[src/rtl/apb_i2c_pkg.sv]
// Shared register-map constants for the APB-side I2C register block.
// Latency: n/a (constants only).
// Backpressure: n/a.
package apb_i2c_pkg;

  // 3-bit APB register addresses
  localparam logic [2:0] ADDR_CTRL     = 3'd0;
  localparam logic [2:0] ADDR_STATUS   = 3'd1;
  localparam logic [2:0] ADDR_SADDR    = 3'd2;
  localparam logic [2:0] ADDR_TXDATA   = 3'd3;
  localparam logic [2:0] ADDR_RXDATA   = 3'd4;
  localparam logic [2:0] ADDR_LEN      = 3'd5;
  localparam logic [2:0] ADDR_PRESCALE = 3'd6;
  localparam logic [2:0] ADDR_RSVD     = 3'd7;

  // CTRL bit positions
  localparam int CTRL_ENABLE = 0;
  localparam int CTRL_IRQ_EN = 1;
  localparam int CTRL_START  = 2;

  // STATUS bit positions
  localparam int ST_BUSY     = 0;
  localparam int ST_TX_FULL  = 1;
  localparam int ST_TX_EMPTY = 2;
  localparam int ST_RX_FULL  = 3;
  localparam int ST_RX_EMPTY = 4;
  localparam int ST_DONE     = 5;
  localparam int ST_ACK_ERR  = 6;
  localparam int ST_OVF      = 7;

endpackage

[src/rtl/i2c_byte_fifo.sv]
// Synchronous byte FIFO with combinational head (reads 0 when empty).
// Latency: push visible at the head one cycle after the push edge.
// Backpressure: push while full is accepted only together with a pop; otherwise ignored.
module i2c_byte_fifo #(
  parameter int DEPTH = 4
) (
  input  logic       clk_i,
  input  logic       reset_n,
  input  logic       i_push,
  input  logic [7:0] i_data,
  input  logic       i_pop,
  output logic [7:0] o_head,
  output logic       o_full,
  output logic       o_empty
);

  localparam int AW = $clog2(DEPTH);
  localparam int CW = AW + 1;

  logic [7:0]    r_mem [DEPTH];
  logic [AW-1:0] r_wr_ptr;
  logic [AW-1:0] r_rd_ptr;
  logic [CW-1:0] r_count;

  logic w_pop_ok;
  logic w_push_ok;

  assign o_full    = (r_count == CW'(DEPTH));
  assign o_empty   = (r_count == '0);
  // a pop frees the slot the push lands in, so a full FIFO still accepts a push paired with a pop
  assign w_pop_ok  = i_pop & ~o_empty;
  assign w_push_ok = i_push & (~o_full | w_pop_ok);
  assign o_head    = o_empty ? 8'h00 : r_mem[r_rd_ptr];

  // storage write; contents need no reset because the head is gated by empty
  always_ff @(posedge clk_i) begin
    if (w_push_ok) begin
      r_mem[r_wr_ptr] <= i_data;
    end
  end

  // wrapping pointers and occupancy count
  always_ff @(posedge clk_i or negedge reset_n) begin
    if (!reset_n) begin
      r_wr_ptr <= '0;
      r_rd_ptr <= '0;
      r_count  <= '0;
    end else begin
      if (w_push_ok) begin
        r_wr_ptr <= r_wr_ptr + AW'(1);
      end
      if (w_pop_ok) begin
        r_rd_ptr <= r_rd_ptr + AW'(1);
      end
      if (w_push_ok && !w_pop_ok) begin
        r_count <= r_count + CW'(1);
      end else if (!w_push_ok && w_pop_ok) begin
        r_count <= r_count - CW'(1);
      end
    end
  end

endmodule

[src/rtl/apb_i2c_regs.sv]
// APB register block for the I2C master: config regs, TX/RX byte FIFOs, sticky status, irq.
// Latency: zero-wait-state APB; start_o and irq_o are registered (one cycle after their cause).
// Backpressure: none on APB; full-FIFO pushes and empty RXDATA reads are dropped and flagged as ovf.
module apb_i2c_regs
  import apb_i2c_pkg::*;
#(
  parameter int         FIFO_DEPTH   = 4,
  parameter logic [7:0] PRESCALE_RST = 8'd100
) (
  input  logic       clk_i,
  input  logic       reset_n,
  input  logic       psel,
  input  logic       penable,
  input  logic       pwrite,
  input  logic [2:0] paddr,
  input  logic [7:0] pwdata,
  output logic [7:0] prdata,
  output logic       pready,
  output logic       enable_o,
  output logic       start_o,
  output logic [6:0] slv_addr_o,
  output logic       rw_o,
  output logic [7:0] len_o,
  output logic [7:0] prescale_o,
  output logic [7:0] tx_data_o,
  output logic       tx_valid_o,
  input  logic       tx_ready_i,
  input  logic [7:0] rx_data_i,
  input  logic       rx_valid_i,
  input  logic       busy_i,
  input  logic       done_i,
  input  logic       ack_err_i,
  output logic       irq_o
);

  // configuration and status state
  logic       r_enable;
  logic       r_irq_en;
  logic       r_start;
  logic [7:0] r_saddr;
  logic [7:0] r_len;
  logic [7:0] r_prescale;
  logic       r_done;
  logic       r_ack_err;
  logic       r_ovf;
  logic       r_irq;

  // APB decode
  logic w_acc;
  logic w_wr;
  logic w_rd;
  logic w_wr_ctrl;
  logic w_wr_status;
  logic w_wr_saddr;
  logic w_wr_txdata;
  logic w_wr_len;
  logic w_wr_prescale;
  logic w_rd_rxdata;

  // FIFO status
  logic [7:0] w_tx_head;
  logic       w_tx_full;
  logic       w_tx_empty;
  logic       w_tx_pop;
  logic [7:0] w_rx_head;
  logic       w_rx_full;
  logic       w_rx_empty;

  // overflow / underflow sources
  logic w_tx_drop;
  logic w_rx_drop;
  logic w_rx_under;
  logic w_ovf_set;

  logic [7:0] w_status;
  logic       w_start_ok;

  assign w_acc         = psel & penable;
  assign w_wr          = w_acc & pwrite;
  assign w_rd          = w_acc & ~pwrite;
  assign w_wr_ctrl     = w_wr & (paddr == ADDR_CTRL);
  assign w_wr_status   = w_wr & (paddr == ADDR_STATUS);
  assign w_wr_saddr    = w_wr & (paddr == ADDR_SADDR);
  assign w_wr_txdata   = w_wr & (paddr == ADDR_TXDATA);
  assign w_wr_len      = w_wr & (paddr == ADDR_LEN);
  assign w_wr_prescale = w_wr & (paddr == ADDR_PRESCALE);
  assign w_rd_rxdata   = w_rd & (paddr == ADDR_RXDATA);

  assign pready = w_acc;

  assign w_tx_pop = ~w_tx_empty & tx_ready_i;

  i2c_byte_fifo #(
    .DEPTH (FIFO_DEPTH)
  ) u_tx_fifo (
    .clk_i   (clk_i),
    .reset_n (reset_n),
    .i_push  (w_wr_txdata),
    .i_data  (pwdata),
    .i_pop   (w_tx_pop),
    .o_head  (w_tx_head),
    .o_full  (w_tx_full),
    .o_empty (w_tx_empty)
  );

  // the FIFO itself ignores a pop on empty, so the RXDATA read strobe is passed straight through
  i2c_byte_fifo #(
    .DEPTH (FIFO_DEPTH)
  ) u_rx_fifo (
    .clk_i   (clk_i),
    .reset_n (reset_n),
    .i_push  (rx_valid_i),
    .i_data  (rx_data_i),
    .i_pop   (w_rd_rxdata),
    .o_head  (w_rx_head),
    .o_full  (w_rx_full),
    .o_empty (w_rx_empty)
  );

  // a push into a full FIFO survives only when the same cycle pops
  assign w_tx_drop  = w_wr_txdata & w_tx_full & ~w_tx_pop;
  assign w_rx_drop  = rx_valid_i & w_rx_full & ~w_rd_rxdata;
  assign w_rx_under = w_rd_rxdata & w_rx_empty;
  assign w_ovf_set  = w_tx_drop | w_rx_drop | w_rx_under;

  assign w_status = {r_ovf, r_ack_err, r_done, w_rx_empty, w_rx_full,
                     w_tx_empty, w_tx_full, busy_i};

  // start is judged against the enable already in force, not the value being written
  assign w_start_ok = w_wr_ctrl & pwdata[CTRL_START] & r_enable & ~busy_i;

  // read mux: only drives data during a read access phase
  always_comb begin
    prdata = 8'h00;
    if (w_rd) begin
      case (paddr)
        ADDR_CTRL:     prdata = {6'b0, r_irq_en, r_enable};
        ADDR_STATUS:   prdata = w_status;
        ADDR_SADDR:    prdata = r_saddr;
        ADDR_RXDATA:   prdata = w_rx_head;
        ADDR_LEN:      prdata = r_len;
        ADDR_PRESCALE: prdata = r_prescale;
        default:       prdata = 8'h00;
      endcase
    end
  end

  // RW configuration registers
  always_ff @(posedge clk_i or negedge reset_n) begin
    if (!reset_n) begin
      r_enable   <= 1'b0;
      r_irq_en   <= 1'b0;
      r_saddr    <= 8'h00;
      r_len      <= 8'h00;
      r_prescale <= PRESCALE_RST;
    end else begin
      if (w_wr_ctrl) begin
        r_enable <= pwdata[CTRL_ENABLE];
        r_irq_en <= pwdata[CTRL_IRQ_EN];
      end
      if (w_wr_saddr) begin
        r_saddr <= pwdata;
      end
      if (w_wr_len) begin
        r_len <= pwdata;
      end
      if (w_wr_prescale) begin
        r_prescale <= pwdata;
      end
    end
  end

  // single-cycle start pulse, the cycle after the CTRL write
  always_ff @(posedge clk_i or negedge reset_n) begin
    if (!reset_n) begin
      r_start <= 1'b0;
    end else begin
      r_start <= w_start_ok;
    end
  end

  // sticky flags: a new event in the same cycle as its W1C clear keeps the flag set
  always_ff @(posedge clk_i or negedge reset_n) begin
    if (!reset_n) begin
      r_done    <= 1'b0;
      r_ack_err <= 1'b0;
      r_ovf     <= 1'b0;
    end else begin
      r_done    <= done_i    | (r_done    & ~(w_wr_status & pwdata[ST_DONE]));
      r_ack_err <= ack_err_i | (r_ack_err & ~(w_wr_status & pwdata[ST_ACK_ERR]));
      r_ovf     <= w_ovf_set | (r_ovf     & ~(w_wr_status & pwdata[ST_OVF]));
    end
  end

  // registered interrupt level, one cycle behind the flags
  always_ff @(posedge clk_i or negedge reset_n) begin
    if (!reset_n) begin
      r_irq <= 1'b0;
    end else begin
      r_irq <= r_irq_en & (r_done | r_ack_err | r_ovf);
    end
  end

  assign enable_o   = r_enable;
  assign start_o    = r_start;
  assign slv_addr_o = r_saddr[6:0];
  assign rw_o       = r_saddr[7];
  assign len_o      = r_len;
  assign prescale_o = r_prescale;
  assign tx_data_o  = w_tx_head;
  assign tx_valid_o = ~w_tx_empty;
  assign irq_o      = r_irq;

endmodule

[config.mk]
export PLATFORM = sky130hd
export DESIGN_NAME = apb_i2c_regs
export DESIGN_NICKNAME = d
export VERILOG_FILES = /design/src/rtl/apb_i2c_pkg.sv /design/src/rtl/i2c_byte_fifo.sv /design/src/rtl/apb_i2c_regs.sv
export SDC_FILE = /design/constraint.sdc
export NUM_CORES = 1
export LEC_CHECK = 0
export ABC_CLOCK_PERIOD_IN_PS = 3000
export CAP_MARGIN = 20
export CORE_MARGIN = 5
export CORE_UTILIZATION = 50
export CTS_BUF_LIST = sky130_fd_sc_hd__clkbuf_8
export DETAILED_ROUTE_END_ITERATION = 10
export PLACE_DENSITY_LB_ADDON = 0.3
export RECOVER_POWER = 50
export SLEW_MARGIN = 20
export SYNTH_ARGS = -nofsm -noshare
export SYNTH_HDL_FRONTEND = slang
export SYNTH_HIERARCHICAL = 1
export SYNTH_SLANG_ARGS = --single-unit
[constraint.sdc]
create_clock -name clk_i -period 3 [get_ports clk_i]
set_input_delay 0.6 -clock clk_i [delete_from_list [all_inputs] [get_ports clk_i]]
set_output_delay 0.6 -clock clk_i [all_outputs]
set_load 0.02 [all_outputs]
==> results of run 1 <==
==> registers in the layout (all words and copies together), names as in the netlist, 2 cells and up <==
signal / flops
u_rx_fifo/r_mem: 32
u_tx_fifo/r_count: 3
u_tx_fifo/r_wr_ptr: 2
u_rx_fifo/r_rd_ptr: 2
len_o: 8
u_tx_fifo/r_mem: 32
u_rx_fifo/r_count: 3
u_rx_fifo/r_wr_ptr: 2
u_tx_fifo/r_rd_ptr: 2
r_saddr: 8
prescale_o: 8
==> logic make-up after synthesis <==
family          synth area share [%]
flops                          61.61
simple gates                   9.624
mux                            16.82
compound gates                 3.890
buf+inv                        2.602
xor+xnor                       2.122
fa+ha+maj                      3.334
==> path summary, 6_finish.rpt <==
kind                                               to  slack [ns]  cells past startpoint
worst max-delay path                        prdata[0]        0.02                      7
worst min register to register   u_tx_fifo/r_count[2]        0.50                      1
min in group clk_i               u_tx_fifo/r_count[2]        0.50                      1
max in group asynchronous       u_tx_fifo/r_rd_ptr[0]        1.79                      1
worst max register to register   u_tx_fifo/r_count[2]        0.47                     11
worst min-delay path                       r_saddr[4]        0.43                      1
==> area by class of cell <==
class                      instances  area [µm²]  area share, %
clock inverter                     7       66.31          1.055
multi-input combinational        179        1794          28.54
clock buffer                       9       123.9          1.971
tap                              133       166.4          2.647
timing repair buffer             112        1026          16.32
sequential                       109        3053          48.57
inverter                          15       56.30         0.8957
==> repair_timing <==
item | CTS | global route
resized for setup | 16 | 13
pin swaps | 1 | 3
endpoints found under the hold margin | 0 | 0
setup buffers | 1 | 0
hold buffers | 0 | 0
endpoints found under the setup margin | 16 | 5
==> metal layers <==
metal | vias to the layer above | track usage (%) | wire length (µm)
met5 | - | 0 | 0
met4 | 0 | 5.254 | 134
met1 | 1556 | 26.47 | 4556
met3 | 14 | 3.347 | 541
li1 | 1399 | - | -
met2 | 92 | 30.03 | 5209
==> synthesized netlist by cell type (2+ instances only) <==
| cell type | number | area (µm²) |
|---|---|---|
| a21boi_2 | 2 | 22.52 |
| nor3_1 | 2 | 10.01 |
| edfxtp_1 | 64 | 1922 |
| a21oi_1 | 10 | 50.05 |
| inv_1 | 13 | 48.80 |
| fa_1 | 2 | 40.04 |
| ha_1 | 10 | 125.1 |
| xor2_1 | 4 | 35.03 |
| mux2_2 | 32 | 360.4 |
| o21ai_0 | 4 | 20.02 |
| nor2_1 | 10 | 37.54 |
| buf_4 | 2 | 15.01 |
| mux4_2 | 17 | 382.9 |
| dfrtp_1 | 42 | 1051 |
| nand3_2 | 2 | 20.02 |
| nor2b_1 | 2 | 12.51 |
| clkbuf_2 | 2 | 10.01 |
| inv_2 | 2 | 7.510 |
| or3_1 | 2 | 12.51 |
| a21o_1 | 2 | 15.01 |
| a32oi_1 | 5 | 43.79 |
| nand4_1 | 3 | 18.77 |
| xnor2_1 | 8 | 70.07 |
| mux2i_1 | 9 | 90.09 |
| nor3b_4 | 2 | 37.54 |
| nor3_4 | 3 | 48.80 |
| and2_1 | 24 | 150.1 |
| nand3b_1 | 2 | 15.01 |
| buf_6 | 2 | 22.52 |
| dfstp_2 | 3 | 78.83 |
| nand2_1 | 10 | 37.54 |
| buf_2 | 5 | 25.02 |
==> layout by cell type (no fill, tap or decap), types with 3 or more instances in the layout <==
master / Yosys / layout
clkbuf_8: 0 / 9
edfxtp_1: 64 / 64
nand2_1: 10 / 10
clkbuf_2: 2 / 3
inv_1: 13 / 14
ha_1: 10 / 10
nor3_4: 3 / 3
mux4_2: 17 / 17
xor2_1: 4 / 4
mux2i_1: 9 / 9
nand4_1: 3 / 3
dlygate4sd2_1: 0 / 3
mux2_2: 32 / 32
inv_6: 0 / 3
a32oi_1: 5 / 3
nor2_1: 10 / 9
dfstp_2: 3 / 3
and2_1: 24 / 23
clkdlybuf4s50_1: 0 / 34
dfrtp_1: 42 / 41
xnor2_1: 8 / 8
o21ai_0: 4 / 4
dlygate4sd3_1: 0 / 30
buf_4: 2 / 35
a21oi_1: 10 / 10
==> through the flow <==
step / power (mW) / setup TNS, ns / instance area, µm²
after global routing: 4.947 / -0.1545 / 6286
after global placement: 3.798 / -1.128 / 6071
final: 4.670 / 0 / 6286
after CTS: 4.729 / -0.009266 / 6266
after floorplan: 3.152 / 0 / 4954
after detailed placement: 3.845 / -1.392 / 6071
==> power breakdown <==
group	leakage (nW)	internal, mW	switching (mW)
sequential	1.13	1.87	0.227
clock	0.101	0.323	0.541
combinational	1.21	0.927	0.782
==> results.sh, run 1 <==
export IMPL_drive_above_1_share_pct=29.93
export IMPL_critPathBufInv=2
export IMPL_cts_buffer_depth=2
export IMPL_power_density_mw_per_mm2=743.0
export IMPL_rsz0062_at_grt="yes"
export IMPL_cp_top_family="multiplexers"
export IMPL_crit_path_top_delay_cell="mux4_2"
export IMPL_ys_flop_type="edfxtp_1"
export IMPL_crit_start="u_rx_fifo/r_rd_ptr[0]"
export IMPL_cap_violations=0
export IMPL_first_pass_iters=4
export IMPL_path_cells="buf_6 -> mux4_2 -> and2_4 -> mux4_2 -> a22oi_2 -> nor2_2 -> buf_6"
export IMPL_finalMaxSlewViolations=0
export IMPL_via_per_inst=5.427
export IMPL_clock_sinks=109
export IMPL_ys_ff_latch=109
export IMPL_path_class="flop to output port"
export IMPL_rr_startpoint="u_tx_fifo/r_count[1]"
export IMPL_overflow=0
export IMPL_timing_fmax_mhz=335.1
export IMPL_worst_slack_ns=0.01537
export IMPL_grt_pass1_vias=3139
export IMPL_worst_pin_slew_ns=1.138
export IMPL_fillCellCount=772
export IMPL_path_clk_slew_ns=0.11
export IMPL_worstPathArrival_ns=2.38
export IMPL_status="complete, no violations"
export IMPL_antenna_cells=0
export IMPL_die_w_um=109.5
export IMPL_cts_htree_levels=3
export IMPL_post_route_util_pct=64.61
export IMPL_grt_pass1_wl_mm=16.62
export IMPL_wl_per_cell_um=18.51
export IMPL_ir_worst_vdd_mv=0.4810
export IMPL_syn_area_mm2=0.004954
export IMPL_ys_warnings_count=6
export IMPL_dieArea_mm2=0.01200
export IMPL_dp_hpwl_mm=7.778
export IMPL_synth_cells=314
export IMPL_syn_nets=355
export IMPL_grt_max_degree=46
export IMPL_cts_buffers=9
export IMPL_required_ns=2.40
export IMPL_layoutNonFillerInstCount=564
export IMPL_critPathMaxFanout=2
export IMPL_cts_tree="done"
export IMPL_dp_slack_ns=-0.1635
export IMPL_crit_path_end_kind="output port"
export IMPL_pin_count=74
export IMPL_critical_path_max_stage_delay_ns=0.48
export IMPL_report_final_setup_viol=0
export IMPL_post_place_cells=547
export IMPL_synth_avg_cell_area_um2=15.78
export IMPL_start_util_pct=50.91
export IMPL_drtIter0Drc=131
export IMPL_ant_nets=0
export IMPL_cts_root_buf="clkbuf_8"
export IMPL_totalWireLength_mm=10.44
export IMPL_gp_congestion=0.7825
export IMPL_total_leakage_power_nw=2.440
export IMPL_num_vias=3061
export IMPL_rows=36
export IMPL_track_usage_pct=18.72
export IMPL_drcViolationCount=0
export IMPL_syn2layout_area_growth_pct=26.90
export IMPL_finClkSkew_ns=0.01186
export IMPL_fin_hold_ws_ns=0.4264
export IMPL_synthDistinctLibCells=44
export IMPL_async_flop_share_pct=41.28
export IMPL_final_period_utilization_pct=99.49
export IMPL_hold_viol_final=0
export IMPL_die_height_um=109.5
export IMPL_synth_edf_count=64
export IMPL_clk_latency_ns=0.38
export IMPL_yosysSeqAreaShare_pct=61.61
export IMPL_period_minus_slack_ns=2.985
export IMPL_antenna_found_initial=0
export IMPL_start_kind="flop"
export IMPL_core_mm2=0.009729
export IMPL_relSlewSlack_pct=24.17
export IMPL_portBuffers=73
export IMPL_hp_class="primary input to asynchronous set/reset pin"
export IMPL_nets=467
No activity file was read; power rests on OpenSTA's default activity.
==> run 2: changes to the inputs <==
MAX_ROUTING_LAYER = met4   (was not set)
REMOVE_ABC_BUFFERS = 1   (was not set)
==> run 2 against run 1 <==
  * Critical path depth shrank 1
  * Hold slack lost 0.0023 ns
  * Non-clock buffer count grew 1
  * Final cell count grew 0.18%
  * Die area is the same
  * First-iteration DRC count grew 3.8%
  * Flip-flop and latch count is the same
  * Critical endpoint unchanged
  * Highest routed layer unchanged
  * Clock-buffer cell count is the same
  * Largest power group unchanged
  * Via count shrank 2.8%
  * Wire length grew 0.27%
==> results.sh, run 2 (same netlist as run 1, synthesis figures left out) <==
export IMPL_met1Wirelength_mm=4.292
export IMPL_antenna_cells=0
export IMPL_rr_startpoint="u_tx_fifo/r_count[1]"
export IMPL_post_route_util_pct=64.98
export IMPL_overflow=0
export IMPL_final_period_utilization_pct=99.03
export IMPL_cap_violations=0
export IMPL_path_class="flop to output port"
export IMPL_rows=36
export IMPL_met2_length_mm=5.513
export IMPL_dp_hpwl_mm=7.805
export IMPL_mostFrequentLayoutCell="edfxtp_1"
export IMPL_portBuffers=73
export IMPL_hp_class="primary input to asynchronous set/reset pin"
export IMPL_grt_pass1_wl_mm=16.75
export IMPL_hold_viol_final=0
export IMPL_fin_hold_ws_ns=0.4240
export IMPL_via_per_inst=5.267
export IMPL_drcViolationCount=0
export IMPL_drtIter0Drc=136
export IMPL_cts_htree_levels=3
export IMPL_critPathMaxFanout=3
export IMPL_highest_layer="met4"
export IMPL_post_place_cells=547
export IMPL_antenna_found_initial=0
export IMPL_cts_buffer_depth=2
export IMPL_wl_per_cell_um=18.53
export IMPL_die_w_um=109.5
export IMPL_dr_wl_met3_um=510
export IMPL_core_mm2=0.009729
export IMPL_worst_pin_slew_ns=1.119
export IMPL_period_minus_slack_ns=2.971
export IMPL_start_util_pct=50.91
export IMPL_relSlewSlack_pct=25.40
export IMPL_crit_path_end_kind="output port"
export IMPL_rsz0062_at_grt="yes"
export IMPL_syn2layout_area_growth_pct=27.63
export IMPL_grt_max_degree=46
export IMPL_pin_count=74
export IMPL_dieArea_mm2=0.01200
export IMPL_num_vias=2976
export IMPL_required_ns=2.40
export IMPL_clock_sinks=109
export IMPL_die_height_um=109.5
export IMPL_report_final_setup_viol=0
export IMPL_ant_nets=0
export IMPL_path_clk_slew_ns=0.11
export IMPL_final_cell_mix="edfxtp_1 (64), dfrtp_1 (41), clkdlybuf4s50_1 (41), buf_4 (35), mux2_2 (32)"
export IMPL_cts_hold_buf=0
export IMPL_p_total_mw=4.773
export IMPL_cts_root_buf="clkbuf_8"
export IMPL_timing_fmax_mhz=336.6
export IMPL_ir_worst_vdd_mv=0.4596
export IMPL_start_kind="flop"
export IMPL_layoutNonFillerInstCount=565
export IMPL_gp_congestion=0.8601
export IMPL_finClkSkew_ns=0.01019
export IMPL_finalMaxSlewViolations=0
export IMPL_reg2reg_setup_slack_ns=0.46
export IMPL_crit_start="u_rx_fifo/r_rd_ptr[0]"
export IMPL_totalWireLength_mm=10.47
export IMPL_total_leakage_power_nw=2.426
export IMPL_drive_above_1_share_pct=29.63
export IMPL_nets=468
export IMPL_track_usage_pct=19.08
export IMPL_first_pass_iters=4
export IMPL_power_density_mw_per_mm2=755.0
export IMPL_largestRegisters="u_rx_fifo/r_mem (32), u_tx_fifo/r_mem (32)"
export IMPL_worstPathArrival_ns=2.37
export IMPL_cts_buffers=9
export IMPL_status="complete, no violations"
export IMPL_cts_tree="done"
export IMPL_clk_latency_ns=0.37
export IMPL_grt_pass1_vias=3131
[run 2: cell types whose count changed in the layout (fill, tap and decap cells not counted), sizes merged]
cell	delta
clkbuf	+2
buf	-1
inv	-2
clkinvlp	+1
clkdlybuf4s50	+7
dlygate4sd2	-1
clkdlybuf4s15	+1
dlygate4sd3	-7
bufinv	+1
[run 2: per-layer routing]
layer  vias up  track usage, %
met5         -               -
met1      1492           23.15
li1       1392               -
met3        19           4.404
met2        73           32.56
met4         0           4.630
[run 2: metrics by stage]
step / TNS (ns) / area (µm²) / setup slack, ns
floorplan: 0 / 4881 / 0.3337
global placement: -1.583 / 6071 / -0.1705
detailed placement: -1.751 / 6071 / -0.2050
CTS: 0 / 6275 / 0.00008238
global route: -0.04244 / 6322 / -0.04075
finish: 0 / 6322 / 0.02924
[run 2: power breakdown]
group          leakage, nW  switching [mW]  internal [mW]
sequential            1.13           0.204           1.87
combinational         1.19           0.797          0.956
clock                0.107           0.536          0.409
[run 2: path summary, 6_finish.rpt]
| kind | to | depth (start not counted) |
|---|---|---|
| worst max-delay path | prdata[0] | 6 |
| worst min-delay path | u_tx_fifo/r_count[1] | 1 |
| worst max register to register | u_tx_fifo/r_count[2] | 11 |
| worst min register to register | u_tx_fifo/r_count[2] | 1 |
| max in group asynchronous | u_rx_fifo/r_rd_ptr[0] | 1 |
| min in group clk_i | u_tx_fifo/r_count[2] | 1 |
[run 2: final cells by class]
| cell class | count | area [µm²] |
|---|---|---|
| multi-input cells | 179 | 1784 |
| inverters | 15 | 56.30 |
| repair buffers | 113 | 1045 |
| flip-flops and latches | 109 | 3053 |
| clock buffers | 9 | 123.9 |
| fillers | 730 | 3407 |
| clock inverters | 7 | 93.84 |
| well taps | 133 | 166.4 |
[run 2: critical path, stage by stage, from the launching register on]
cell and delay, ns:
dfrtp_2 0.44, mux4_2 0.54, and2_4 0.16, mux4_2 0.46, a22oi_2 0.19, nor2_2 0.08, buf_6 0.14
[run 2: timing repair]
action	4_1_cts	5_1_grt
pin swaps	0	3
gates resized for setup	11	16
setup endpoints to repair	8	9
buffers inserted	0	1
gates cloned	0	1
